==> src/rtl/tm_pkg.sv <==
// Shared TM framing constants, FSM encoding and the CCSDS pseudo-randomizer step.
// The randomizer is Fibonacci form, h(x)=x^8+x^7+x^5+x^3+1, taps on state bits 7,5,3,0.
package tm_pkg;

  typedef logic [7:0] sym_t;

  localparam logic [31:0] ASM_DEFAULT = 32'h1ACFFC1D;
  localparam logic [7:0]  RAND_TAPS   = 8'hA9;
  localparam logic [7:0]  RAND_SEED   = 8'hFF;

  typedef enum logic [1:0] {
    ST_IDLE,
    ST_STRT,
    ST_ASMB,
    ST_DATA
  } fsm_t;

  // Returns {randomizer byte, next state}; the first bit shifted out lands in the byte MSB.
  function automatic logic [15:0] lfsr_byte_next(input logic [7:0] st);
    logic [7:0] s;
    logic [7:0] b;
    s = st;
    b = '0;
    for (int i = 0; i < 8; i++) begin
      b = {b[6:0], s[0]};
      s = {^(s & RAND_TAPS), s[7:1]};
    end
    return {b, s};
  endfunction

endpackage

==> src/rtl/tm_cadu_framer_if.sv <==
// Encoder-facing handshake and CADU byte stream of the framer.
// master = framer side, slave = encoder/serializer side.
interface tm_cadu_framer_if;
  import tm_pkg::*;

  logic encRfs;
  logic encStart;
  sym_t rsIn;
  logic rsRdy;
  sym_t outDat;
  logic outValid;
  logic outSof;
  logic outEof;

  modport master (
    input  encRfs, rsIn, rsRdy,
    output encStart, outDat, outValid, outSof, outEof
  );

  modport slave (
    output encRfs, rsIn, rsRdy,
    input  encStart, outDat, outValid, outSof, outEof
  );
endinterface

==> src/rtl/tm_cadu_fifo.sv <==
// Show-ahead synchronous FIFO, depth 2**FIFO_AW; dout is valid whenever empty=0.
// Push when full is ignored unless a pop happens in the same cycle.
module tm_cadu_fifo #(
  parameter int FIFO_AW = 3,
  parameter int DW      = 8
) (
  input  logic          clk,
  input  logic          nGrst,
  input  logic          rst,
  input  logic          clkEn,
  input  logic          push,
  input  logic          pop,
  input  logic [DW-1:0] din,
  output logic [DW-1:0] dout,
  output logic          full,
  output logic          empty
);
  localparam int DEPTH = 1 << FIFO_AW;

  logic [DW-1:0]      mem [DEPTH];
  logic [FIFO_AW-1:0] wr_ptr;
  logic [FIFO_AW-1:0] rd_ptr;
  logic [FIFO_AW:0]   count;
  logic               do_push;
  logic               do_pop;

  assign empty   = (count == '0);
  assign full    = (count == (FIFO_AW+1)'(DEPTH));
  assign do_pop  = pop && !empty;
  assign do_push = push && (!full || do_pop);
  assign dout    = mem[rd_ptr];

  always_ff @(posedge clk or negedge nGrst) begin
    if (!nGrst) begin
      wr_ptr <= '0;
      rd_ptr <= '0;
      count  <= '0;
    end else if (clkEn) begin
      if (rst) begin
        wr_ptr <= '0;
        rd_ptr <= '0;
        count  <= '0;
      end else begin
        if (do_push) wr_ptr <= wr_ptr + 1'b1;
        if (do_pop)  rd_ptr <= rd_ptr + 1'b1;
        count <= count + (FIFO_AW+1)'(do_push) - (FIFO_AW+1)'(do_pop);
      end
    end
  end

  always_ff @(posedge clk) begin
    if (clkEn && !rst && do_push) mem[wr_ptr] <= din;
  end

endmodule

==> src/rtl/tm_cadu_framer.sv <==
// CADU framer: starts the RS encoder, then emits ASM + NN randomized codeword bytes.
// One registered output stage; FIFO underrun leaves holes, FIFO overflow sets sticky ovfErr.
module tm_cadu_framer
  import tm_pkg::*;
#(
  parameter int          NN      = 255,
  parameter logic [31:0] ASM     = ASM_DEFAULT,
  parameter bit          RAND_EN = 1'b1,
  parameter int          FIFO_AW = 3
) (
  input  logic             clk,
  input  logic             nGrst,
  input  logic             rst,
  input  logic             clkEn,
  input  logic             go,
  output logic             busy,
  output logic             ovfErr,
  tm_cadu_framer_if.master bus
);

  fsm_t        st_q, st_d;
  logic [1:0]  asm_cnt_q, asm_cnt_d;
  logic [7:0]  dat_cnt_q, dat_cnt_d;
  logic [7:0]  lfsr_q, lfsr_d;
  logic [15:0] rnd;
  logic [31:0] asm_sh;

  sym_t        out_dat_q, out_dat_d;
  logic        out_vld_q, out_vld_d;
  logic        out_sof_q, out_sof_d;
  logic        out_eof_q, out_eof_d;
  logic        ovf_err_q;

  logic        fifo_pop;
  logic        fifo_full;
  logic        fifo_empty;
  sym_t        fifo_dout;

  tm_cadu_fifo #(
    .FIFO_AW (FIFO_AW),
    .DW      (8)
  ) u_fifo (
    .clk   (clk),
    .nGrst (nGrst),
    .rst   (rst),
    .clkEn (clkEn),
    .push  (bus.rsRdy),
    .pop   (fifo_pop),
    .din   (bus.rsIn),
    .dout  (fifo_dout),
    .full  (fifo_full),
    .empty (fifo_empty)
  );

  assign rnd    = lfsr_byte_next(lfsr_q);
  // asm_cnt 0..3 selects bytes [31:24]..[7:0]
  assign asm_sh = ASM >> {~asm_cnt_q, 3'b000};

  always_comb begin
    st_d      = st_q;
    asm_cnt_d = asm_cnt_q;
    dat_cnt_d = dat_cnt_q;
    lfsr_d    = lfsr_q;
    out_dat_d = '0;
    out_vld_d = 1'b0;
    out_sof_d = 1'b0;
    out_eof_d = 1'b0;
    fifo_pop  = 1'b0;
    case (st_q)
      ST_IDLE: begin
        if (go && bus.encRfs) st_d = ST_STRT;
      end
      ST_STRT: begin
        lfsr_d    = RAND_SEED;
        asm_cnt_d = '0;
        dat_cnt_d = '0;
        st_d      = ST_ASMB;
      end
      ST_ASMB: begin
        out_vld_d = 1'b1;
        out_sof_d = (asm_cnt_q == 2'd0);
        out_dat_d = asm_sh[7:0];
        asm_cnt_d = asm_cnt_q + 2'd1;
        if (asm_cnt_q == 2'd3) st_d = ST_DATA;
      end
      ST_DATA: begin
        if (!fifo_empty) begin
          fifo_pop  = 1'b1;
          out_vld_d = 1'b1;
          out_dat_d = RAND_EN ? (fifo_dout ^ rnd[15:8]) : fifo_dout;
          lfsr_d    = rnd[7:0];
          dat_cnt_d = dat_cnt_q + 8'd1;
          if (dat_cnt_q == 8'(NN - 1)) begin
            out_eof_d = 1'b1;
            st_d      = ST_IDLE;
          end
        end
      end
      default: st_d = ST_IDLE;
    endcase
  end

  always_ff @(posedge clk or negedge nGrst) begin
    if (!nGrst) begin
      st_q      <= ST_IDLE;
      asm_cnt_q <= '0;
      dat_cnt_q <= '0;
      lfsr_q    <= RAND_SEED;
      out_dat_q <= '0;
      out_vld_q <= 1'b0;
      out_sof_q <= 1'b0;
      out_eof_q <= 1'b0;
      ovf_err_q <= 1'b0;
    end else if (clkEn) begin
      if (rst) begin
        st_q      <= ST_IDLE;
        asm_cnt_q <= '0;
        dat_cnt_q <= '0;
        lfsr_q    <= RAND_SEED;
        out_dat_q <= '0;
        out_vld_q <= 1'b0;
        out_sof_q <= 1'b0;
        out_eof_q <= 1'b0;
        ovf_err_q <= 1'b0;
      end else begin
        st_q      <= st_d;
        asm_cnt_q <= asm_cnt_d;
        dat_cnt_q <= dat_cnt_d;
        lfsr_q    <= lfsr_d;
        out_dat_q <= out_dat_d;
        out_vld_q <= out_vld_d;
        out_sof_q <= out_sof_d;
        out_eof_q <= out_eof_d;
        // a simultaneous pop frees a slot, so full+push+pop is not an overflow
        if (bus.rsRdy && fifo_full && !fifo_pop) ovf_err_q <= 1'b1;
      end
    end
  end

  assign bus.encStart = (st_q == ST_STRT);
  assign bus.outDat   = out_dat_q;
  assign bus.outValid = out_vld_q;
  assign bus.outSof   = out_sof_q;
  assign bus.outEof   = out_eof_q;
  assign busy         = (st_q != ST_IDLE);
  assign ovfErr       = ovf_err_q;

endmodule

==> src/flat_wrapper.sv <==
// flat-port wrapper written by rule: the top's interface ports become plain ports
module tm_cadu_framer_flat import tm_pkg::*;
#(
  parameter int          NN      = 255,
  parameter logic [31:0] ASM     = ASM_DEFAULT,
  parameter bit          RAND_EN = 1'b1,
  parameter int          FIFO_AW = 3
)
  (clk, nGrst, rst, clkEn, go, busy, ovfErr, bus_encRfs, bus_rsIn, bus_rsRdy, bus_encStart, bus_outDat, bus_outValid, bus_outSof, bus_outEof);
  tm_cadu_framer_if bus_i ();
  input  logic clk;
  input  logic nGrst;
  input  logic rst;
  input  logic clkEn;
  input  logic go;
  output logic busy;
  output logic ovfErr;
  input wire logic [$bits(bus_i.encRfs)-1:0] bus_encRfs;
  input wire logic [$bits(bus_i.rsIn)-1:0] bus_rsIn;
  input wire logic [$bits(bus_i.rsRdy)-1:0] bus_rsRdy;
  output wire logic [$bits(bus_i.encStart)-1:0] bus_encStart;
  output wire logic [$bits(bus_i.outDat)-1:0] bus_outDat;
  output wire logic [$bits(bus_i.outValid)-1:0] bus_outValid;
  output wire logic [$bits(bus_i.outSof)-1:0] bus_outSof;
  output wire logic [$bits(bus_i.outEof)-1:0] bus_outEof;
  assign bus_i.encRfs = bus_encRfs;
  assign bus_i.rsIn = bus_rsIn;
  assign bus_i.rsRdy = bus_rsRdy;
  assign bus_encStart = bus_i.encStart;
  assign bus_outDat = bus_i.outDat;
  assign bus_outValid = bus_i.outValid;
  assign bus_outSof = bus_i.outSof;
  assign bus_outEof = bus_i.outEof;
  tm_cadu_framer #(.NN(NN), .ASM(ASM), .RAND_EN(RAND_EN), .FIFO_AW(FIFO_AW)) u_core (.clk(clk), .nGrst(nGrst), .rst(rst), .clkEn(clkEn), .go(go), .busy(busy), .ovfErr(ovfErr), .bus(bus_i));
endmodule
==> config.mk <==
export PLATFORM = sky130hd
export DESIGN_NAME = tm_cadu_framer_flat
export DESIGN_NICKNAME = d
export VERILOG_FILES = /design/src/rtl/tm_pkg.sv /design/src/rtl/tm_cadu_framer_if.sv /design/src/rtl/tm_cadu_fifo.sv /design/src/rtl/tm_cadu_framer.sv /design/src/flat_wrapper.sv
export SDC_FILE = /design/constraint.sdc
export NUM_CORES = 1
export LEC_CHECK = 0
export BUFFER_PORTS_ARGS = -buffer_cell sky130_fd_sc_hd__buf_2
export CORE_ASPECT_RATIO = 1.4
export CORE_MARGIN = 1
export CORE_UTILIZATION = 61
export CTS_CLUSTER_DIAMETER = 50
export DETAILED_ROUTE_END_ITERATION = 8
export GPL_TIMING_DRIVEN = 0
export PLACE_DENSITY_LB_ADDON = 0.1
export SLEW_MARGIN = 20
export SYNTH_ARGS = -nofsm -noshare
export SYNTH_HDL_FRONTEND = slang
export SYNTH_HIERARCHICAL = 1
export SYNTH_SLANG_ARGS = --single-unit
==> constraint.sdc <==
create_clock -name clk -period 4 [get_ports clk]
set_input_delay 0.6 -clock clk [delete_from_list [all_inputs] [get_ports clk]]
set_output_delay 0.6 -clock clk [all_outputs]
set_load 0.01 [all_outputs]
==> results.sh <==
export IMPL_outcome="finished clean"
export IMPL_cpPeakStageDelay_ps=750
export IMPL_critPathTopFamily="simple AND/OR/NAND/NOR gates"
export IMPL_start_kind="flip-flop"
export IMPL_rsz0062_at_grt="false"
export IMPL_cts_max_level=3
export IMPL_path_cells="inv_1, ha_1, or3b_2, inv_1, nand2b_2, inv_1, clkbuf_1, nor2b_1, o21ai_2, nor3_2"
export IMPL_ir_drop_mv=0.353
export IMPL_cp_end_kind="flip-flop"
export IMPL_grt_pass1_vias=3416
export IMPL_cts_resized=0
export IMPL_synth_compound_area_share=0.111
export IMPL_ys_ff_latch=106
export IMPL_setup_ws_ps=323
export IMPL_worstSkewPairLatency_ps=340
export IMPL_dr_pass1_iters=4
export IMPL_cts_root_buf="clkbuf_16"
export IMPL_area_growth_pct=12.3
export IMPL_grt_pass1_wl_um=16700
export IMPL_power_density_mw_per_mm2=538
export IMPL_die_w_um=80.0
export IMPL_final_antenna_net_count=0
export IMPL_tritoncts="done"
export IMPL_vias=3333
export IMPL_cp_common_cell="inv_1"
export IMPL_fin_crit_sh=0.919
export IMPL_post_place_ws_ps=325
export IMPL_wire_per_inst_um=18.6
export IMPL_holdWs_ps=395
export IMPL_worstPathArrival_ps=3640
export IMPL_diodes=0
export IMPL_synthXorXnorAreaFrac=0.0462
export IMPL_synth_adder_area_share=0.0471
export IMPL_grt_util_met3=0.0387
export IMPL_grt_overflow=0
export IMPL_cts_sinks=106
export IMPL_critical_path_class="reg -> reg"
export IMPL_core_area_mm2=0.00820
export IMPL_setup_violations=0
export IMPL_clock_fmax_mhz=272
export IMPL_cts_max_path_buffers=2
export IMPL_synth_fp_nets=438
export IMPL_hold_buffers=0
export IMPL_synth_area_mux_share=0.0712
export IMPL_die_h_um=111
export IMPL_grt_max_degree=43
export IMPL_ios=29
export IMPL_viasPerCell=6.02
export IMPL_avgSynthCellArea_um2=12.9
export IMPL_path_clk_slew_ps=80
export IMPL_numCtsBuffers=9
export IMPL_drt_wl_total_um=10300
export IMPL_worstMarginPinSlew_ps=951
export IMPL_rows=39
export IMPL_port_buffers=28
export IMPL_layout_drive_gt1_share=0.230
export IMPL_dp_hpwl_um=7310
export IMPL_cp_required_ps=3970
export IMPL_finalMaxSlewViolations=0
export IMPL_gp_congestion=0.851
export IMPL_hold_class="in -> async"
export IMPL_path_max_fanout=15
export IMPL_drt_first_iter_violations=240
export IMPL_groute_usage_overall=0.254
export IMPL_synth_edff_count=64
export IMPL_skew_ps=8.66
export IMPL_synthArstFlopShare=0.396
export IMPL_synth_area_mm2=0.00520
export IMPL_yosysWarningCount=6
export IMPL_initial_core_util=0.634
export IMPL_synth_top_flop_cell="edfxtp_1"
export IMPL_seq_area_frac_synth=0.573
export IMPL_ys_types=64
export IMPL_drc_errors=0
export IMPL_cpMaxStageDelayCell="nor3_2"
export IMPL_antenna_found_initial=0
export IMPL_leakagePower_nw=2.28
export IMPL_met2_usage=0.470
export IMPL_maxCapViolations=0
export IMPL_design_die_area_mm2=0.00890
export IMPL_netlist_instances=404
export IMPL_nets=481
export IMPL_synth_top_family_by_area="compound AO/OA/AOI/OAI gates"
export IMPL_grt_util_met1=0.290
export IMPL_hold_viol=0
export IMPL_relSlewSlack=0.366
export IMPL_critPathBufInv=4
export IMPL_post_cts_buffers=0
export IMPL_grt_busiest_layer="met2"
export IMPL_post_route_min_period_ps=3680
export IMPL_yosys_area_share_simple=0.107
-- cells in the final DEF (no fill, tap or decap), types with 3 or more instances in the layout --
master / instances
a211o_1: 3
a21oi_1: 10
a22oi_1: 5
a311o_1: 4
a31oi_1: 3
and3_1: 4
buf_2: 35
buf_4: 5
clkbuf_1: 7
clkbuf_16: 9
dfrtp_1: 34
dfstp_2: 8
edfxtp_1: 64
ha_1: 18
inv_1: 28
mux4_2: 16
nand2_1: 43
nand2b_1: 5
nand3_1: 10
nand4_1: 3
nor2_1: 10
nor2b_1: 11
nor3_2: 4
o21ai_0: 21
o22ai_1: 10
o311ai_0: 4
o31ai_1: 3
xnor2_1: 7
xnor3_1: 3
xor2_1: 9
-- cell type report --
cell class / count / area (um^2)
plain buffers: 20 / 120
clock buffers: 9 / 225
clock inverters: 7 / 80.1
fillers: 575 / 2360
inverters: 30 / 113
multi-input cells: 248 / 2030
flip-flops and latches: 106 / 2980
well taps: 102 / 128
repair buffers: 32 / 163
-- kinds of logic after synthesis --
group / after synthesis
adder cells (fa/ha/maj): 19
AND/OR/NAND/NOR: 108
XOR/XNOR: 21
flip-flops: 106
multiplexers: 17
buffers and inverters: 50
AO/OA/AOI/OAI: 83
-- synth_stat cells (2+ instances only) --
| cell type | number | area, um^2 |
|---|---|---|
| a211o_1 | 3 | 26.3 |
| nand2_1 | 43 | 161 |
| xnor2_1 | 7 | 61.3 |
| a22o_1 | 2 | 17.5 |
| and3_1 | 4 | 25.0 |
| o21ai_0 | 21 | 105 |
| ha_1 | 18 | 225 |
| a31oi_1 | 3 | 18.8 |
| mux4_2 | 16 | 360 |
| o31ai_1 | 3 | 22.5 |
| xnor2_2 | 2 | 32.5 |
| a22oi_1 | 5 | 37.5 |
| inv_1 | 28 | 105 |
| xnor3_1 | 3 | 67.6 |
| o221ai_1 | 2 | 17.5 |
| nor4b_1 | 3 | 26.3 |
| dfstp_2 | 8 | 210 |
| a21oi_1 | 10 | 50.1 |
| buf_2 | 4 | 20.0 |
| nand4_1 | 3 | 18.8 |
| nor2b_1 | 11 | 68.8 |
| buf_1 | 2 | 7.51 |
| xor2_1 | 9 | 78.8 |
| edfxtp_1 | 64 | 1920 |
| or3b_2 | 2 | 17.5 |
| clkbuf_1 | 7 | 26.3 |
| o311ai_0 | 4 | 35.0 |
| dfrtp_1 | 34 | 851 |
| nand2b_2 | 2 | 17.5 |
| clkinv_1 | 2 | 7.51 |
| o22ai_1 | 10 | 62.6 |
| nor4_1 | 2 | 12.5 |
| buf_4 | 4 | 30.0 |
| nor2_1 | 10 | 37.5 |
| nand2b_1 | 5 | 31.3 |
| nor3_1 | 5 | 25.0 |
| o2111ai_1 | 2 | 17.5 |
| a311o_1 | 4 | 40.0 |
| and2_1 | 2 | 12.5 |
| nand3_1 | 10 | 50.1 |
| o31a_1 | 2 | 17.5 |
-- flip-flops by register name (all words and copies together) (netlist names), 2 cells and up --
register / flops
u_core/u_fifo/mem: 64
u_core/asm_cnt_q: 2
u_core/u_fifo/wr_ptr: 3
u_core/u_fifo/count: 4
u_core/dat_cnt_q: 8
u_core/st_q: 2
u_core/bus.outDat: 8
u_core/u_fifo/rd_ptr: 3
u_core/lfsr_q: 8
-- path summary, 6_finish.rpt --
path                                   startpoint                 endpoint  cells past startpoint  slack [ps]
max                        u_core/u_fifo/count[2]  u_core/u_fifo/mem[0][5]                     10         320
min                                         nGrst           u_core/st_q[0]                      1         390
max reg2reg                u_core/u_fifo/count[2]  u_core/u_fifo/mem[0][5]                     10         320
min reg2reg                     u_core/bus.outSof        u_core/bus.outSof                      2         520
max in group asynchronous                   nGrst     u_core/bus.outDat[4]                      1        3010
min in group clk                u_core/bus.outSof        u_core/bus.outSof                      2         520
-- routing by layer --
metal  vias up  part of all wire
li1       1582                 -
met1      1666              0.39
met2        73              0.56
met3        12             0.040
met4         0             0.017
met5         -                 0
-- power by group --
part | switching, mW | internal, mW
sequential | 0.0779 | 1.26
clock | 0.432 | 0.445
combinational | 0.508 | 0.414
total | 1.02 | 2.12
-- per-stage QoR --
step                cells  total power [mW]  TNS (ps)  utilization  area (um^2)
CTS                   554              3.16         0        0.713         5840
finish                554              3.14         0        0.713         5840
detailed placement    538              2.28         0        0.675         5540
global placement      534              2.23    -12900        0.667         5470
global route          554              3.31         0        0.713         5840
floorplan             404              2.03         0            -         5200
Note: power is estimated with default switching activity, not from simulation.
